### config.mk
export PLATFORM = sky130hd
export DESIGN_NAME = spi_slave_core_flat
export DESIGN_NICKNAME = d
export VERILOG_FILES = /design/src/rtl/spi_slave_core_if.sv /design/src/rtl/spi_slave_core.sv /design/src/flat_wrapper.sv
export SDC_FILE = /design/constraint.sdc
export NUM_CORES = 1
export LEC_CHECK = 0
export ABC_CLOCK_PERIOD_IN_PS = 2500
export CORE_UTILIZATION = 30
export CTS_BUF_LIST = sky130_fd_sc_hd__clkbuf_8
export CTS_CLUSTER_SIZE = 20
export DETAILED_ROUTE_END_ITERATION = 8
export GPL_TIMING_DRIVEN = 0
export SLEW_MARGIN = 20
export SYNTH_ARGS = -nofsm -noshare
export SYNTH_HDL_FRONTEND = slang
export SYNTH_SLANG_ARGS = --single-unit
### constraint.sdc
create_clock -name clk -period 2.5 [get_ports clk]
set_input_delay 0.375 -clock clk [delete_from_list [all_inputs] [get_ports clk]]
set_output_delay 0.375 -clock clk [all_outputs]
set_load 0.01 [all_outputs]
### src/rtl/spi_slave_core_if.sv
// Host and SPI pin bundle for spi_slave_core.
// The slave modport is the core's view; the master modport drives pins and the TX buffer.
interface spi_slave_core_if #(
  parameter int DATA_WIDTH = 8
);
  logic                  i_cpol;
  logic                  i_cpha;
  logic                  i_sclk;
  logic                  i_ss_n;
  logic                  i_mosi;
  logic                  o_miso;
  logic                  o_miso_en;
  logic [DATA_WIDTH-1:0] i_tx_data;
  logic                  i_tx_valid;
  logic                  o_tx_rdy;
  logic [DATA_WIDTH-1:0] o_rx_data;
  logic                  o_rx_valid;
  logic                  o_underrun;
  logic                  o_busy;

  modport slave (
    input  i_cpol, i_cpha, i_sclk, i_ss_n, i_mosi, i_tx_data, i_tx_valid,
    output o_miso, o_miso_en, o_tx_rdy, o_rx_data, o_rx_valid, o_underrun, o_busy
  );

  modport master (
    output i_cpol, i_cpha, i_sclk, i_ss_n, i_mosi, i_tx_data, i_tx_valid,
    input  o_miso, o_miso_en, o_tx_rdy, o_rx_data, o_rx_valid, o_underrun, o_busy
  );
endinterface

### src/rtl/spi_slave_core.sv
// SPI responder: oversamples SCLK/SS_n/MOSI on clk, shifts words MSB first in all
// four CPOL/CPHA modes, with a single-word TX buffer and a one-cycle RX strobe.
module spi_slave_core #(
  parameter int DATA_WIDTH  = 8,
  parameter int SYNC_STAGES = 2
) (
  input logic             clk,
  input logic             rst,
  spi_slave_core_if.slave bus
);

  localparam int            CW        = $clog2(DATA_WIDTH + 1);
  localparam logic [CW-1:0] LAST_BIT  = CW'(DATA_WIDTH - 1);
  localparam logic [0:0]    ST_IDLE   = 1'b0;
  localparam logic [0:0]    ST_ACTIVE = 1'b1;

  logic [SYNC_STAGES-1:0] sclk_sync, ss_sync, mosi_sync;
  logic                   sclk_dly, ss_dly;
  logic [0:0]             state;
  logic                   cpol_q, cpha_q;
  logic [CW-1:0]          bit_cnt;
  logic [DATA_WIDTH-2:0]  rx_shift;
  logic [DATA_WIDTH-1:0]  tx_shift, tx_buf, rx_data;
  logic                   tx_full, miso, rx_valid, underrun;

  logic sclk_s, ss_s, mosi_s;
  logic sclk_rise, sclk_fall, leading, trailing, sample_edge, shift_edge;
  logic ss_fall, ss_rise, word_done, load, load_cpha, tx_wr, shift_ok;
  logic [DATA_WIDTH-1:0] load_word, rx_next;

  // Input synchronisers plus one extra delay flop for edge detection.
  always_ff @(posedge clk or negedge rst) begin
    if (!rst) begin
      sclk_sync <= '0;
      ss_sync   <= '1;
      mosi_sync <= '0;
      sclk_dly  <= 1'b0;
      ss_dly    <= 1'b1;
    end else begin
      // NOTE: sequential state uses non-blocking assignments so every flop samples pre-edge values.
      sclk_sync <= {sclk_sync[SYNC_STAGES-2:0], bus.i_sclk};
      ss_sync   <= {ss_sync[SYNC_STAGES-2:0], bus.i_ss_n};
      mosi_sync <= {mosi_sync[SYNC_STAGES-2:0], bus.i_mosi};
      sclk_dly  <= sclk_sync[SYNC_STAGES-1];
      ss_dly    <= ss_sync[SYNC_STAGES-1];
    end
  end

  assign sclk_s    = sclk_sync[SYNC_STAGES-1];
  assign ss_s      = ss_sync[SYNC_STAGES-1];
  assign mosi_s    = mosi_sync[SYNC_STAGES-1];
  assign sclk_rise = sclk_s & ~sclk_dly;
  assign sclk_fall = ~sclk_s & sclk_dly;
  assign ss_fall   = ~ss_s & ss_dly;
  assign ss_rise   = ss_s & ~ss_dly;

  // Leading edge leaves the idle level; mode bits are the ones latched at select.
  assign leading     = cpol_q ? sclk_fall : sclk_rise;
  assign trailing    = cpol_q ? sclk_rise : sclk_fall;
  assign sample_edge = cpha_q ? trailing : leading;
  assign shift_edge  = cpha_q ? leading : trailing;

  // CPHA=0 preloads the MSB, so the trailing edge right after a word boundary is skipped.
  assign shift_ok  = cpha_q | (bit_cnt != '0);
  assign word_done = (state == ST_ACTIVE) & ~ss_rise & sample_edge & (bit_cnt == LAST_BIT);
  assign load      = ((state == ST_IDLE) & ss_fall) | word_done;
  assign load_cpha = (state == ST_IDLE) ? bus.i_cpha : cpha_q;
  assign load_word = tx_full ? tx_buf : '0;
  assign tx_wr     = bus.i_tx_valid & ~tx_full;
  assign rx_next   = {rx_shift, mosi_s};

  // NOTE: tx_buf holds data only; tx_full says whether it is meaningful, so it needs no reset.
  always_ff @(posedge clk) begin
    if (tx_wr) tx_buf <= bus.i_tx_data;
  end

  always_ff @(posedge clk or negedge rst) begin
    if (!rst) begin
      state    <= ST_IDLE;
      cpol_q   <= 1'b0;
      cpha_q   <= 1'b0;
      bit_cnt  <= '0;
      rx_shift <= '0;
      tx_shift <= '0;
      tx_full  <= 1'b0;
      miso     <= 1'b0;
      rx_data  <= '0;
      rx_valid <= 1'b0;
      underrun <= 1'b0;
    end else begin
      rx_valid <= 1'b0;
      underrun <= load & ~tx_full;
      // A load sees the old buffer; a write in the same cycle refills it.
      tx_full  <= tx_wr | (tx_full & ~load);

      if (state == ST_IDLE) begin
        miso <= 1'b0;
        if (ss_fall) begin
          state   <= ST_ACTIVE;
          cpol_q  <= bus.i_cpol;
          cpha_q  <= bus.i_cpha;
          bit_cnt <= '0;
        end
      end else if (ss_rise) begin
        state   <= ST_IDLE;
        miso    <= 1'b0;
        bit_cnt <= '0;
      end else begin
        if (sample_edge) begin
          rx_shift <= rx_next[DATA_WIDTH-2:0];
          if (bit_cnt == LAST_BIT) begin
            rx_data  <= rx_next;
            rx_valid <= 1'b1;
            bit_cnt  <= '0;
          end else begin
            bit_cnt <= bit_cnt + CW'(1);
          end
        end
        if (shift_edge && shift_ok) begin
          miso     <= tx_shift[DATA_WIDTH-1];
          tx_shift <= tx_shift << 1;
        end
      end

      if (load) begin
        if (load_cpha) begin
          tx_shift <= load_word;
        end else begin
          miso     <= load_word[DATA_WIDTH-1];
          tx_shift <= load_word << 1;
        end
      end
    end
  end

  assign bus.o_miso     = miso;
  assign bus.o_miso_en  = (state == ST_ACTIVE);
  assign bus.o_busy     = (state == ST_ACTIVE);
  assign bus.o_tx_rdy   = ~tx_full;
  assign bus.o_rx_data  = rx_data;
  assign bus.o_rx_valid = rx_valid;
  assign bus.o_underrun = underrun;

endmodule

### src/flat_wrapper.sv
// flat-port wrapper written by rule: the top's interface ports become plain ports
module spi_slave_core_flat 
#(
  parameter int DATA_WIDTH  = 8,
  parameter int SYNC_STAGES = 2
)
  (clk, rst, bus_i_cpol, bus_i_cpha, bus_i_sclk, bus_i_ss_n, bus_i_mosi, bus_i_tx_data, bus_i_tx_valid, bus_o_miso, bus_o_miso_en, bus_o_tx_rdy, bus_o_rx_data, bus_o_rx_valid, bus_o_underrun, bus_o_busy);
  spi_slave_core_if #(.DATA_WIDTH(DATA_WIDTH)) bus_i ();
  input logic clk;
  input logic rst;
  input wire logic [$bits(bus_i.i_cpol)-1:0] bus_i_cpol;
  input wire logic [$bits(bus_i.i_cpha)-1:0] bus_i_cpha;
  input wire logic [$bits(bus_i.i_sclk)-1:0] bus_i_sclk;
  input wire logic [$bits(bus_i.i_ss_n)-1:0] bus_i_ss_n;
  input wire logic [$bits(bus_i.i_mosi)-1:0] bus_i_mosi;
  input wire logic [$bits(bus_i.i_tx_data)-1:0] bus_i_tx_data;
  input wire logic [$bits(bus_i.i_tx_valid)-1:0] bus_i_tx_valid;
  output wire logic [$bits(bus_i.o_miso)-1:0] bus_o_miso;
  output wire logic [$bits(bus_i.o_miso_en)-1:0] bus_o_miso_en;
  output wire logic [$bits(bus_i.o_tx_rdy)-1:0] bus_o_tx_rdy;
  output wire logic [$bits(bus_i.o_rx_data)-1:0] bus_o_rx_data;
  output wire logic [$bits(bus_i.o_rx_valid)-1:0] bus_o_rx_valid;
  output wire logic [$bits(bus_i.o_underrun)-1:0] bus_o_underrun;
  output wire logic [$bits(bus_i.o_busy)-1:0] bus_o_busy;
  assign bus_i.i_cpol = bus_i_cpol;
  assign bus_i.i_cpha = bus_i_cpha;
  assign bus_i.i_sclk = bus_i_sclk;
  assign bus_i.i_ss_n = bus_i_ss_n;
  assign bus_i.i_mosi = bus_i_mosi;
  assign bus_i.i_tx_data = bus_i_tx_data;
  assign bus_i.i_tx_valid = bus_i_tx_valid;
  assign bus_o_miso = bus_i.o_miso;
  assign bus_o_miso_en = bus_i.o_miso_en;
  assign bus_o_tx_rdy = bus_i.o_tx_rdy;
  assign bus_o_rx_data = bus_i.o_rx_data;
  assign bus_o_rx_valid = bus_i.o_rx_valid;
  assign bus_o_underrun = bus_i.o_underrun;
  assign bus_o_busy = bus_i.o_busy;
  spi_slave_core #(.DATA_WIDTH(DATA_WIDTH), .SYNC_STAGES(SYNC_STAGES)) u_core (.clk(clk), .rst(rst), .bus(bus_i));
endmodule
==> Word level (Yosys, flattened, before mapping) <==
Cells that the tools add are included.
Widths: inputs -> output; s select.
{ "word_totals": {"reg_bits": 50, "latchBits": 0, "ram_bits": 0, "rom_bits": 0, "inputBits": 16, "output_inout_bits": 14, "elab_cells": 81, "memories": 0} }
{ "classes": {"n_addsub": 1, "multipliers": 0, "n_div": 0, "order_cmp": 0, "eq_ne": 3, "shifts": 0, "muxes": 28, "bitwise": 22, "n_reduce_logical": 10} }
{ "op_table": {"columns": ["cell", "n"], "rows": [
  ["$mux 8", 6],
  ["$mux 4", 5],
  ["$mux 1", 17],
  ["$and 1x1->1", 11],
  ["$not 1->1", 8],
  ["$reduce_and 3->1", 2],
  ["$reduce_bool 2->1", 3],
  ["$add 4x1->4 const B", 1],
  ["$eq 4x3->1 const B", 1],
  ["$reduce_and 2->1", 2],
  ["$reduce_and 4->1", 1],
  ["$reduce_bool 4->1", 1],
  ["$ne 3x3->1 const B", 1],
  ["$or 1x1->1", 3],
  ["$ne 2x2->1 const B", 1],
  ["$logic_and 1x1->1", 1]
]} }

==> Logic depth before layout (Yosys ltp) <==
{ "logic_depth": {"word_depth": 10, "mapped_depth": 7, "mapped_depth_nobuf": 7} }

==> Worst setup path after synthesis <==
Ideal clock, no wire load.
{ "synth_timing": {"kind": "register to register", "startpoint": "register u_core.cpha_q", "endpoint": "register u_core.tx_shift[1]", "setup_time_ns": 0.123, "arrival_ns": 1.729, "required_ns": 2.377, "slack_ns": 0.648, "path_stages_with_launch": 6, "n_path_buf": 0, "synth_period_minus_slack_ns": 1.852, "path_cell_list": "dfrtp_1 > xnor2_2 > mux2i_4 > o32ai_4 > a21o_4 > o221a_2"} }
{ "synth_via": {"elab_chain_cells": 6, "elab_cells_between_ends": 14, "classes_between": "eq/ne: 1; mux: 5; bitwise: 4; reduce/logical: 4"} }
{ "synth_rtl": {"columns": ["element", "line_no", "source"], "rows": [
  ["start: declaration", "spi_slave_core.sv:20", "logic cpol_q, cpha_q;"],
  ["start signal: assignment", "spi_slave_core.sv:101", "cpha_q <= bus.i_cpha;"],
  ["$mux 1", "spi_slave_core.sv:60", "assign sample_edge = cpha_q ? trailing : leading;"],
  ["$and 1x1->1 (2 in series)", "spi_slave_core.sv:65", "assign word_done = (state == ST_ACTIVE) & ~ss_rise & sample_edge & (bit_cnt == LAST_BIT);"],
  ["$or 1x1->1", "spi_slave_core.sv:66", "assign load = ((state == ST_IDLE) & ss_fall) | word_done;"],
  ["$ne 2x2->1 (no line) or $reduce_bool 2->1 (tied branches)", null, null],
  ["$reduce_and 3->1 (no line)", null, null],
  ["end signal: assignment", "spi_slave_core.sv:121", "tx_shift <= tx_shift << 1;"],
  ["end signal: assignment", "spi_slave_core.sv:127", "tx_shift <= load_word;"],
  ["end signal: assignment", "spi_slave_core.sv:130", "tx_shift <= load_word << 1;"],
  ["end: declaration", "spi_slave_core.sv:23", "logic [DATA_WIDTH-1:0] tx_shift, tx_buf, rx_data;"]
]} }
Parallel ways exist; a longest one is shown, timed or not.
A chain may end at the register's enable or synchronous reset.

==> Final worst setup path <==
{ "layout_timing": {"startpoint": "register u_core.bit_cnt[1]", "endpoint": "register u_core.rx_data[1] (netlist: u_core.bus.o_rx_data[1])"} }
{ "layout_via": {"elab_chain_cells": 2} }
{ "layout_rtl": {"columns": ["element", "line_no", "source"], "rows": [
  ["start: declaration", "spi_slave_core.sv:21", "logic [CW-1:0] bit_cnt;"],
  ["start signal: assignment", "spi_slave_core.sv:116", "bit_cnt <= bit_cnt + CW'(1);"],
  ["$eq 4x3->1", "spi_slave_core.sv:111", "if (bit_cnt == LAST_BIT) begin"],
  ["$reduce_and 4->1 (no line)", null, null],
  ["end signal: assignment", "spi_slave_core.sv:112", "rx_data <= rx_next;"],
  ["end: declaration", "spi_slave_core.sv:23", null]
]} }
No other way between the ends.

==> PnR_summary.wiki <==
{| class="wikitable"
! Metric !! Value
|-
| Post-route ant nets || 0
|-
| R2R Setup Slk || 0.49 ns
|-
| Layout cell share with drive strength beyond 1 || 25.53%
|-
| Post-cts sizing count || 0
|-
| IO Port Bufs || 29
|-
| Initial core utilization || 31.06%
|-
| Crit. Startpoint || u_core.bit_cnt[1]
|-
| I/O pins || 30
|-
| DRC violation count after routing || 0
|-
| Fin Clk Skew || 0.006126 ns
|-
| Buffers from clock root to sink, at most || 2
|-
| Area of the core region || ~6800 sq um
|-
| TritonCTS Buffers || 5
|-
| Setup violators final || 0
|-
| Power density over the cells || 801.0 nW/um^2
|-
| Post-synth EDFFs || 8
|-
| Number of max-cap violations || 0
|-
| Antenna violations before repair || 0
|-
| Headroom to the max-slew limit || 48.05%
|-
| Result of the run || completed
|-
| Top fanout value on the critical path || 10
|-
| Number of buffers inserted to repair setup after CTS || 0
|-
| Signal arrival time at the worst endpoint || 2.20 ns
|-
| Estimated wirelength of the detail-placed design || 2554 microns
|-
| Mapped Avg Cell Area || 14.15 sq um
|-
| Peak supply drop || roughly 0.4 mV
|-
| Wire length of the first global-routing pass || 6154 microns
|-
| Count of final hold-check violations || 0
|-
| Number of max-slew violations in the final report || 0
|-
| Data required time of the critical path || 2.69 ns
|-
| Die Span X || roughly 86 microns
|-
| Element type at the critical path end || flip-flop
|-
| All-Layer GR Usage || between 10% and 20%
|-
| Worst hold-check path type || input pin to asynchronous set/reset pin
|-
| RePlAce Congestion || 0.7198
|-
| Sort of element at the start of the critical path || flip-flop
|-
| Worst setup path end || u_core.bus.o_rx_data[1]
|-
| Actual slew at the worst max-slew pin || 0.7641 ns
|-
| Wire per inst || 12.28 microns
|-
| Starting DRT DRC Count || between 40 and 50
|-
| Start-to-end type of the worst setup path || flip-flop to flip-flop
|-
| Terminus of the critical flop-to-flop path || u_core.bus.o_rx_data[1]
|-
| Ant diodes || 0
|-
| CTS tree || yes
|-
| Filler-free cell count of the finished design || 284
|-
| Number of warning messages in the yosys log || 0
|-
| Vias || 1301
|-
| Static Leakage || between 1 and 1.5 nW
|-
| Vias in the first global route || 1318
|-
| Total instance count after detailed placement || 276
|-
| Fmax || 0.4985 GHz
|-
| Overflow left after global routing || 0
|-
| Final #Nets || 205
|-
| Syn Inst Count || 150
|-
| FF+latch count, synth || 50
|-
| Async set-reset flop share out of synthesis || 84.00%
|-
| Setup repair after global routing missed its margin || false
|-
| Total iterations of the first detailed-routing run || 4
|-
| Via-per-instance ratio || 4.581
|-
| Maximum number of pins on one net before global-route repair || 25
|-
| Path depth of the worst reg2reg path || 5
|-
| H-Tree Level Count || 2
|-
| Root buffer cell || sky130_fd_sc_hd__clkbuf_8
|-
| Number of hold-repair buffers added at the cts stage || 0
|-
| Wire length reported by the detailed router || 3488 microns
|-
| Launch point of the worst reg-to-reg path || u_core.bit_cnt[1]
|-
| Number of clock sinks || 50
|-
| Register clock-pin slew on the reported worst setup and hold paths || 0.09 ns
|-
| Worst skew pair latency || 0.30 ns
|-
| Die footprint || 7414 sq um
|-
| Post-synthesis sequential area ratio || between 60% and 70%
|-
| Clock period minus final worst setup slack || 2.006 ns
|-
| Final Cycle Share || 80.24%
|-
| Synth-to-layout area growth || 25.35%
|-
| Die Ht || 86.11 microns
|-
| Main synth FF type || sky130_fd_sc_hd__dfrtp_1
|-
| Total nets after synthesis || about 170
|-
| Post-route total power || 0.002131 W
|-
| Rows || 30
|-
| Distinct cell type count after synthesis || 36
|-
| Netlist area before placement || 2122 sq um
|}
==> where the power goes <==
part           switching [W]  internal, W
combinational       0.000205     0.000273
clock               0.000259     0.000254
sequential          0.000129      0.00101
total               0.000593      0.00154
==> metal layers <==
metal	share of wire (%)	wire [microns]	global-route usage (%)
met2	45	1562	16.38
met4	1.5	51	4.545
met1	50	1734	14.46
met3	4.0	140	2.406
met5	0	0	0
==> how the worst min path moves through the flow <==
stage | from | to | slack [ns]
detailed placement | u_core.mosi_sync[0] | u_core.mosi_sync[1] | 0.33
floorplan | rst | u_core.bit_cnt[0] | 0.08
global placement | u_core.mosi_sync[0] | u_core.mosi_sync[1] | 0.33
CTS | rst | u_core.bit_cnt[2] | 0.03
finish | rst | u_core.sclk_dly | 0.02
global route | rst | u_core.bit_cnt[2] | 0.04
==> kinds of logic (layout without fill, tap and decap cells) <==
| logic type | after synthesis | in the layout | synth area share (%) |
|---|---|---|---|
| compound gates | 36 | 36 | 13.68 |
| xor+xnor | 1 | 1 | 0.7667 |
| fa+ha+maj | 2 | 2 | 1.179 |
| buf+inv | 9 | 47 | 1.769 |
| flops | 50 | 50 | 61.03 |
| mux | 29 | 29 | 15.45 |
| simple gates | 23 | 23 | 6.132 |
==> cell usage after synthesis (2+ instances only) <==
| library cell | instances | area share [%] |
|---|---|---|
| sky130_fd_sc_hd__ha_1 | 2 | 1.2 |
| sky130_fd_sc_hd__nor2_1 | 2 | 0.35 |
| sky130_fd_sc_hd__nand2b_1 | 2 | 0.59 |
| sky130_fd_sc_hd__o21ai_0 | 11 | 2.6 |
| sky130_fd_sc_hd__nor2b_1 | 4 | 1.2 |
| sky130_fd_sc_hd__dfrtp_1 | 39 | 46 |
| sky130_fd_sc_hd__nor2_2 | 2 | 0.59 |
| sky130_fd_sc_hd__inv_1 | 7 | 1.2 |
| sky130_fd_sc_hd__a21o_1 | 2 | 0.71 |
| sky130_fd_sc_hd__nand2_1 | 6 | 1.1 |
| sky130_fd_sc_hd__nand3_1 | 2 | 0.47 |
| sky130_fd_sc_hd__edfxtp_1 | 8 | 11 |
| sky130_fd_sc_hd__mux2i_1 | 10 | 4.7 |
| sky130_fd_sc_hd__dfstp_2 | 3 | 3.7 |
| sky130_fd_sc_hd__mux2_2 | 17 | 9.0 |
| sky130_fd_sc_hd__a21oi_1 | 7 | 1.7 |
| sky130_fd_sc_hd__o221a_2 | 7 | 3.7 |
==> flip-flops by register name, summed over array words and instances, names as in the netlist, 2 cells and up <==
name,cells
u_core.sclk_sync,2
u_core.bus.o_rx_data,8
u_core.ss_sync,2
u_core.rx_shift,7
u_core.mosi_sync,2
u_core.bit_cnt,4
u_core.tx_buf,8
u_core.tx_shift,8
==> worst max-delay path: stages, from the launching register on <==
cell	delay, ns
sky130_fd_sc_hd__dfrtp_1	0.41
sky130_fd_sc_hd__ha_1	0.19
sky130_fd_sc_hd__nand2_1	0.07
sky130_fd_sc_hd__or2_2	0.36
sky130_fd_sc_hd__nor3_4	0.48
sky130_fd_sc_hd__mux2_2	0.39
==> through the flow <==
| stage | setup slack [ns] | util, % | setup TNS, ns | area (sq um) | hold WS, ns |
|---|---|---|---|---|---|
| CTS | 0.4622 | 38.94 | 0 | 2660 | 0.02986 |
| global route | 0.3392 | 38.94 | 0 | 2660 | 0.03967 |
| detailed placement | 0.3824 | 37.40 | 0 | 2555 | 0.3347 |
| floorplan | 0.6481 | - | 0 | 2122 | 0.07941 |
| finish | 0.4940 | 38.94 | 0 | 2660 | 0.01915 |
| global placement | -0.05086 | 37.07 | -1.901 | 2532 | 0.3321 |
==> area by class of cell <==
class,count,area (sq um)
Clock buffer,7,96.34
Buffer,2,11.26
Inverter,7,26.28
Sequential cell,50,1295
Multi-Input combinational cell,91,789.5
Timing Repair Buffer,30,312.8
Tap cell,96,120.1
Fill cell,685,4172
Clock inverter,1,8.758
==> cells in the final DEF (no fill, tap or decap), types with 3 or more instances in the layout <==
master	Yosys	routed
sky130_fd_sc_hd__o221a_2	7	7
sky130_fd_sc_hd__o21ai_0	11	11
sky130_fd_sc_hd__dfstp_2	3	3
sky130_fd_sc_hd__a21oi_1	7	7
sky130_fd_sc_hd__dfrtp_1	39	39
sky130_fd_sc_hd__nor2b_1	4	4
sky130_fd_sc_hd__mux2_2	17	17
sky130_fd_sc_hd__inv_1	7	7
sky130_fd_sc_hd__mux2i_1	10	10
sky130_fd_sc_hd__nand2_1	6	6
sky130_fd_sc_hd__clkdlybuf4s50_1	0	28
sky130_fd_sc_hd__clkbuf_8	0	7
sky130_fd_sc_hd__edfxtp_1	8	8
No activity file was read; power rests on OpenSTA's default activity.
==> RTL change 1 (config.mk and constraints unchanged) <==
`DATA_WIDTH` is set to 8 in 3 places; all go to 16.
--- a/src/rtl/spi_slave_core_if.sv
+++ b/src/rtl/spi_slave_core_if.sv
@@ -1,7 +1,7 @@
 // Host and SPI pin bundle for spi_slave_core.
 // The slave modport is the core's view; the master modport drives pins and the TX buffer.
 interface spi_slave_core_if #(
-  parameter int DATA_WIDTH = 8
+  parameter int DATA_WIDTH = 16
 );
   logic                  i_cpol;
   logic                  i_cpha;
--- a/src/rtl/spi_slave_core.sv
+++ b/src/rtl/spi_slave_core.sv
@@ -1,7 +1,7 @@
 // SPI responder: oversamples SCLK/SS_n/MOSI on clk, shifts words MSB first in all
 // four CPOL/CPHA modes, with a single-word TX buffer and a one-cycle RX strobe.
 module spi_slave_core #(
-  parameter int DATA_WIDTH  = 8,
+  parameter int DATA_WIDTH  = 16,
   parameter int SYNC_STAGES = 2
 ) (
   input logic             clk,
--- a/src/flat_wrapper.sv
+++ b/src/flat_wrapper.sv
@@ -1,7 +1,7 @@
 // flat-port wrapper written by rule: the top's interface ports become plain ports
 module spi_slave_core_flat 
 #(
-  parameter int DATA_WIDTH  = 8,
+  parameter int DATA_WIDTH  = 16,
   parameter int SYNC_STAGES = 2
 )
   (clk, rst, bus_i_cpol, bus_i_cpha, bus_i_sclk, bus_i_ss_n, bus_i_mosi, bus_i_tx_data, bus_i_tx_valid, bus_o_miso, bus_o_miso_en, bus_o_tx_rdy, bus_o_rx_data, bus_o_rx_valid, bus_o_underrun, bus_o_busy);
Ports: changed (resized bus_i_tx_data and bus_o_rx_data); port bits go from 30 to 46. The function was not compared with the original's and may differ.
==> RTL change 1 against the original RTL <==
Area after synthesis grew 67%; worst setup slack lost 240 ps; sequential cell count grew 33; design area grew 67%; power grew 75%; sequential share of layout area grew 0.061 points; cell count grew 62%; utilization shrank 0.28 points; wire length grew 82%; combinational power grew 79%; largest cell class unchanged.
==> RTL change 1: results (changes against the original RTL) <==
dr_wl_met3_um: 197  # +41%
ranking_of_synthesized_cells_by_instance_count: "sky130_fd_sc_hd__dfrtp_1, sky130_fd_sc_hd__mux2_2, sky130_fd_sc_hd__mux2i_1, sky130_fd_sc_hd__edfxtp_1"
final.hold.worst_slack_ps: 357  # +338 ps
worst_path_max_delay_cell: "sky130_fd_sc_hd__dfrtp_1"
detail_route.wirelength.met1_um: 3030  # +75%
postSynthRegisterBits: 83  # +66%
drt-total-wl_um: 6330  # +82%
globalplace.congestion: 0.733  # +1.8%
synth_cell_types: 44  # +22%
syn_nets: 280  # +67%
grt_pass1_wl_um: 10800  # +76%
r2r_start: "u_core.cpha_q"
placedCellCount: 443  # +61%
pwr.group.sequential_mw: 1.88  # +65%
synth.avg_cell_area_um2: 14.0  # -1.1%
post_synth_edffs: 16  # +8
postSynth.asyncResetShare_pct: 80.7  # -3.3 points
hold_path_class: "register to register"
largest_net_degree_at_the_start_of_global_routing: 54  # +120%
power_per_cell_area_nw_per_um2: 843  # +5.2%
critPathMaxStageDelay_ps: 450  # -30 ps
worst_skew_pair.late_latency_ps: 360  # +60 ps
fin_skew_ps: 9.32  # +3.19 ps
reg2reg_to: "u_core.bus.o_rx_data[6]"
detailroute.wirelength.met2_um: 2920  # +87%
grt_pass1_vias: 2193  # +66%
max_slew.worst_pin.slew_ps: 853  # +88.5 ps
dp_slack_ps: -102  # -484 ps
critical_path.top_delay_family: "multiplexers"
grtUsageMet2_pct: 17.0  # +0.64 points
crit_arrival_ps: 2500  # +300 ps
yosysSeqAreaShare_pct: 60.8  # -0.19 points
power_leakage_nw: 1.92  # +75%
vias_per_cell: 4.69  # +2.3%
vdd_drop_max_mv: 0.315  # -21%
placed_area_um2: 4210  # +65%
routed-via-count: 2156  # +66%
post_route_cells_drive_above_1_share_pct: 26.8  # +1.3 points
power.clock.fraction_pct: 26.8  # +2.7 points
final_net_count: 338  # +65%
min_delay_worst_endpoint: "u_core.mosi_sync[1]"
p_sw_mw: 1.10  # +86%
status: "completed"
hpwl_um: 4370  # +71%
netlist_top_cells_area: "sky130_fd_sc_hd__dfrtp_1, sky130_fd_sc_hd__mux2_2, sky130_fd_sc_hd__edfxtp_1"
groute.usage.overall_pct: 11.3  # +0.65 points
drt-initial-drc-count: 100  # +100%
htree_num_levels: 3  # +1
gr-usage-met3_pct: 3.06  # +0.66 points
RTL change 1: what timing repair did:
| action | CTS | global route |
|---|---|---|
| endpoints found under the setup margin | 0 | 8 |
| endpoints found under the hold margin | 14 | 0 |
| resized for setup | 0 | 1 |
| hold buffers | 1 | 0 |
RTL change 1: area by class of cell:
type / instances / area, µm²
fillers: 1082 / 7030
well taps: 143 / 179
plain buffers: 15 / 91.3
clock inverters: 6 / 72.6
clock buffers: 10 / 138
repair buffers: 47 / 485
flip-flops and latches: 83 / 2160
multi-input cells: 150 / 1280
inverters: 6 / 22.5
RTL change 1: logic make-up after synthesis:
family / count (synthesis) / synth area share, %
muxes: 68 / 21.0
DFF: 83 / 60.8
AOI/OAI and AO/OA: 49 / 8.91
and+or+nand+nor: 30 / 5.11
buffers and inverters: 21 / 3.21
adders and majority gates: 2 / 0.704
xor gates and xnor gates: 1 / 0.247
==> RTL change 2 (same flow settings) <==
Without the edit above. Reset style: synchronous (`rst`), changed in 2 clocked blocks.
--- a/src/rtl/spi_slave_core.sv
+++ b/src/rtl/spi_slave_core.sv
@@ -29,7 +29,7 @@
   logic [DATA_WIDTH-1:0] load_word, rx_next;
 
   // Input synchronisers plus one extra delay flop for edge detection.
-  always_ff @(posedge clk or negedge rst) begin
+  always_ff @(posedge clk) begin
     if (!rst) begin
       sclk_sync <= '0;
       ss_sync   <= '1;
@@ -74,7 +74,7 @@
     if (tx_wr) tx_buf <= bus.i_tx_data;
   end
 
-  always_ff @(posedge clk or negedge rst) begin
+  always_ff @(posedge clk) begin
     if (!rst) begin
       state    <= ST_IDLE;
       cpol_q   <= 1'b0;
Function: differs if rst is asserted again (counterexample within 4 cycles, from zero or initial values and one cycle with rst low); with rst held inactive, the same outputs for 10 cycles.
==> RTL change 2 against the original RTL <==
Non-clock buffer count rose by 7; sequential share of layout area fell by 8.2 points; critical path type unchanged; sequential cell count did not move; critical endpoint is now u_core.tx_shift[7]; area after synthesis rose by 1.9%; cell count rose by 19%; hold slack improved by 400 ps; design area rose by 0.42%; wire length rose by 20%; utilization barely moved; worst setup slack got worse by 200 ps.
Power is not compared: it rests on default switching activity, and its combinational part moved more than twofold at a synthesized area within 25%.
==> RTL change 2: results (changes against the original RTL) <==
clockNetworkAreaShare_pct: 4.07  # +0.12 points
worst_path_max_delay_cell: "sky130_fd_sc_hd__o21ai_0"
crit_arrival_ps: 2420  # +220 ps
grtUsageMet2_pct: 18.0  # +1.6 points
critPathMaxStageDelay_ps: 610  # +130 ps
crit_start: "u_core.bus.o_busy"
fillCellCount: 691  # +0.88%
synth_cell_types: 39  # +8.3%
buffers: 39  # +22%
netlist_top_cells_area: "sky130_fd_sc_hd__dfxtp_1, sky130_fd_sc_hd__mux2i_1, sky130_fd_sc_hd__edfxtp_1"
multi_input_gate_area_um2: 1010  # +28%
hpwl_um: 3040  # +19%
largest_net_degree_at_the_start_of_global_routing: 16  # -36%
placed_area_um2: 2560  # +0.29%
groute.usage.overall_pct: 11.9  # +1.3 points
vias_per_cell: 4.61  # +0.62%
grt_pass1_wl_um: 6930  # +13%
fin_skew_ps: 7.61  # +1.49 ps
reg2reg_to: "u_core.tx_shift[7]"
dr_wl_met3_um: 154  # +10%
non_clock_buffer_area_share_pct: 12.4  # +0.23 points
reg2regPathDepth: 6  # +1
status: "completed"
hold_path_class: "input port to register"
wl_per_cell_um: 12.4  # +0.93%
worst-r2r-setup-slack_ps: 300  # -200 ps
final_net_count: 259  # +26%
routed-via-count: 1558  # +20%
share_of_cell_area_taken_by_multi_input_logic_gates_pct: 37.8  # +8.2 points
postSynth.asyncResetShare_pct: 0  # -84 points
critical_path.top_delay_family: "compound AO/OA/AOI/OAI gates"
ranking_of_synthesized_cells_by_instance_count: "sky130_fd_sc_hd__dfxtp_1, sky130_fd_sc_hd__mux2i_1, sky130_fd_sc_hd__nor2_1, sky130_fd_sc_hd__nand2b_1, sky130_fd_sc_hd__a21oi_1"
inv_count: 5  # -2
final.hold.worst_slack_ps: 415  # +396 ps
globalplace.congestion: 0.776  # +7.8%
RTL change 2: changes by cell type after synthesis, sizes merged, moves of 5 or more:
cell,before,now
o221a,7,0
dfxtp,0,42
dfrtp,39,0
a211oi,1,8
nand2b,2,15
clkbuf,1,7
nor2,4,19
mux2,17,8
and2,0,5
mux2i,12,27
RTL change 2: power groups by stage:
stage	clock network (mW)	logic (mW)	registers (mW)
3_5_place_dp	0	0.143	0.868
5_1_grt	0.612	0.157	0.853
6_report	0.566	0.143	0.850
2_1_floorplan	0	0.0921	0.865
4_1_cts	0.580	0.144	0.850
3_3_place_gp	0	0.142	0.867
RTL change 2: kinds of logic (layout without fill, tap and decap cells):
kind of cell / Yosys count / in the layout / share of synthesized area (%)
simple gates: 61 / 61 / 15.7
flops: 50 / 50 / 50.0
compound gates: 41 / 41 / 12.2
mux: 35 / 35 / 17.0
buf+inv: 16 / 52 / 3.24
fa+ha+maj: 2 / 2 / 1.16
xor+xnor: 1 / 1 / 0.753
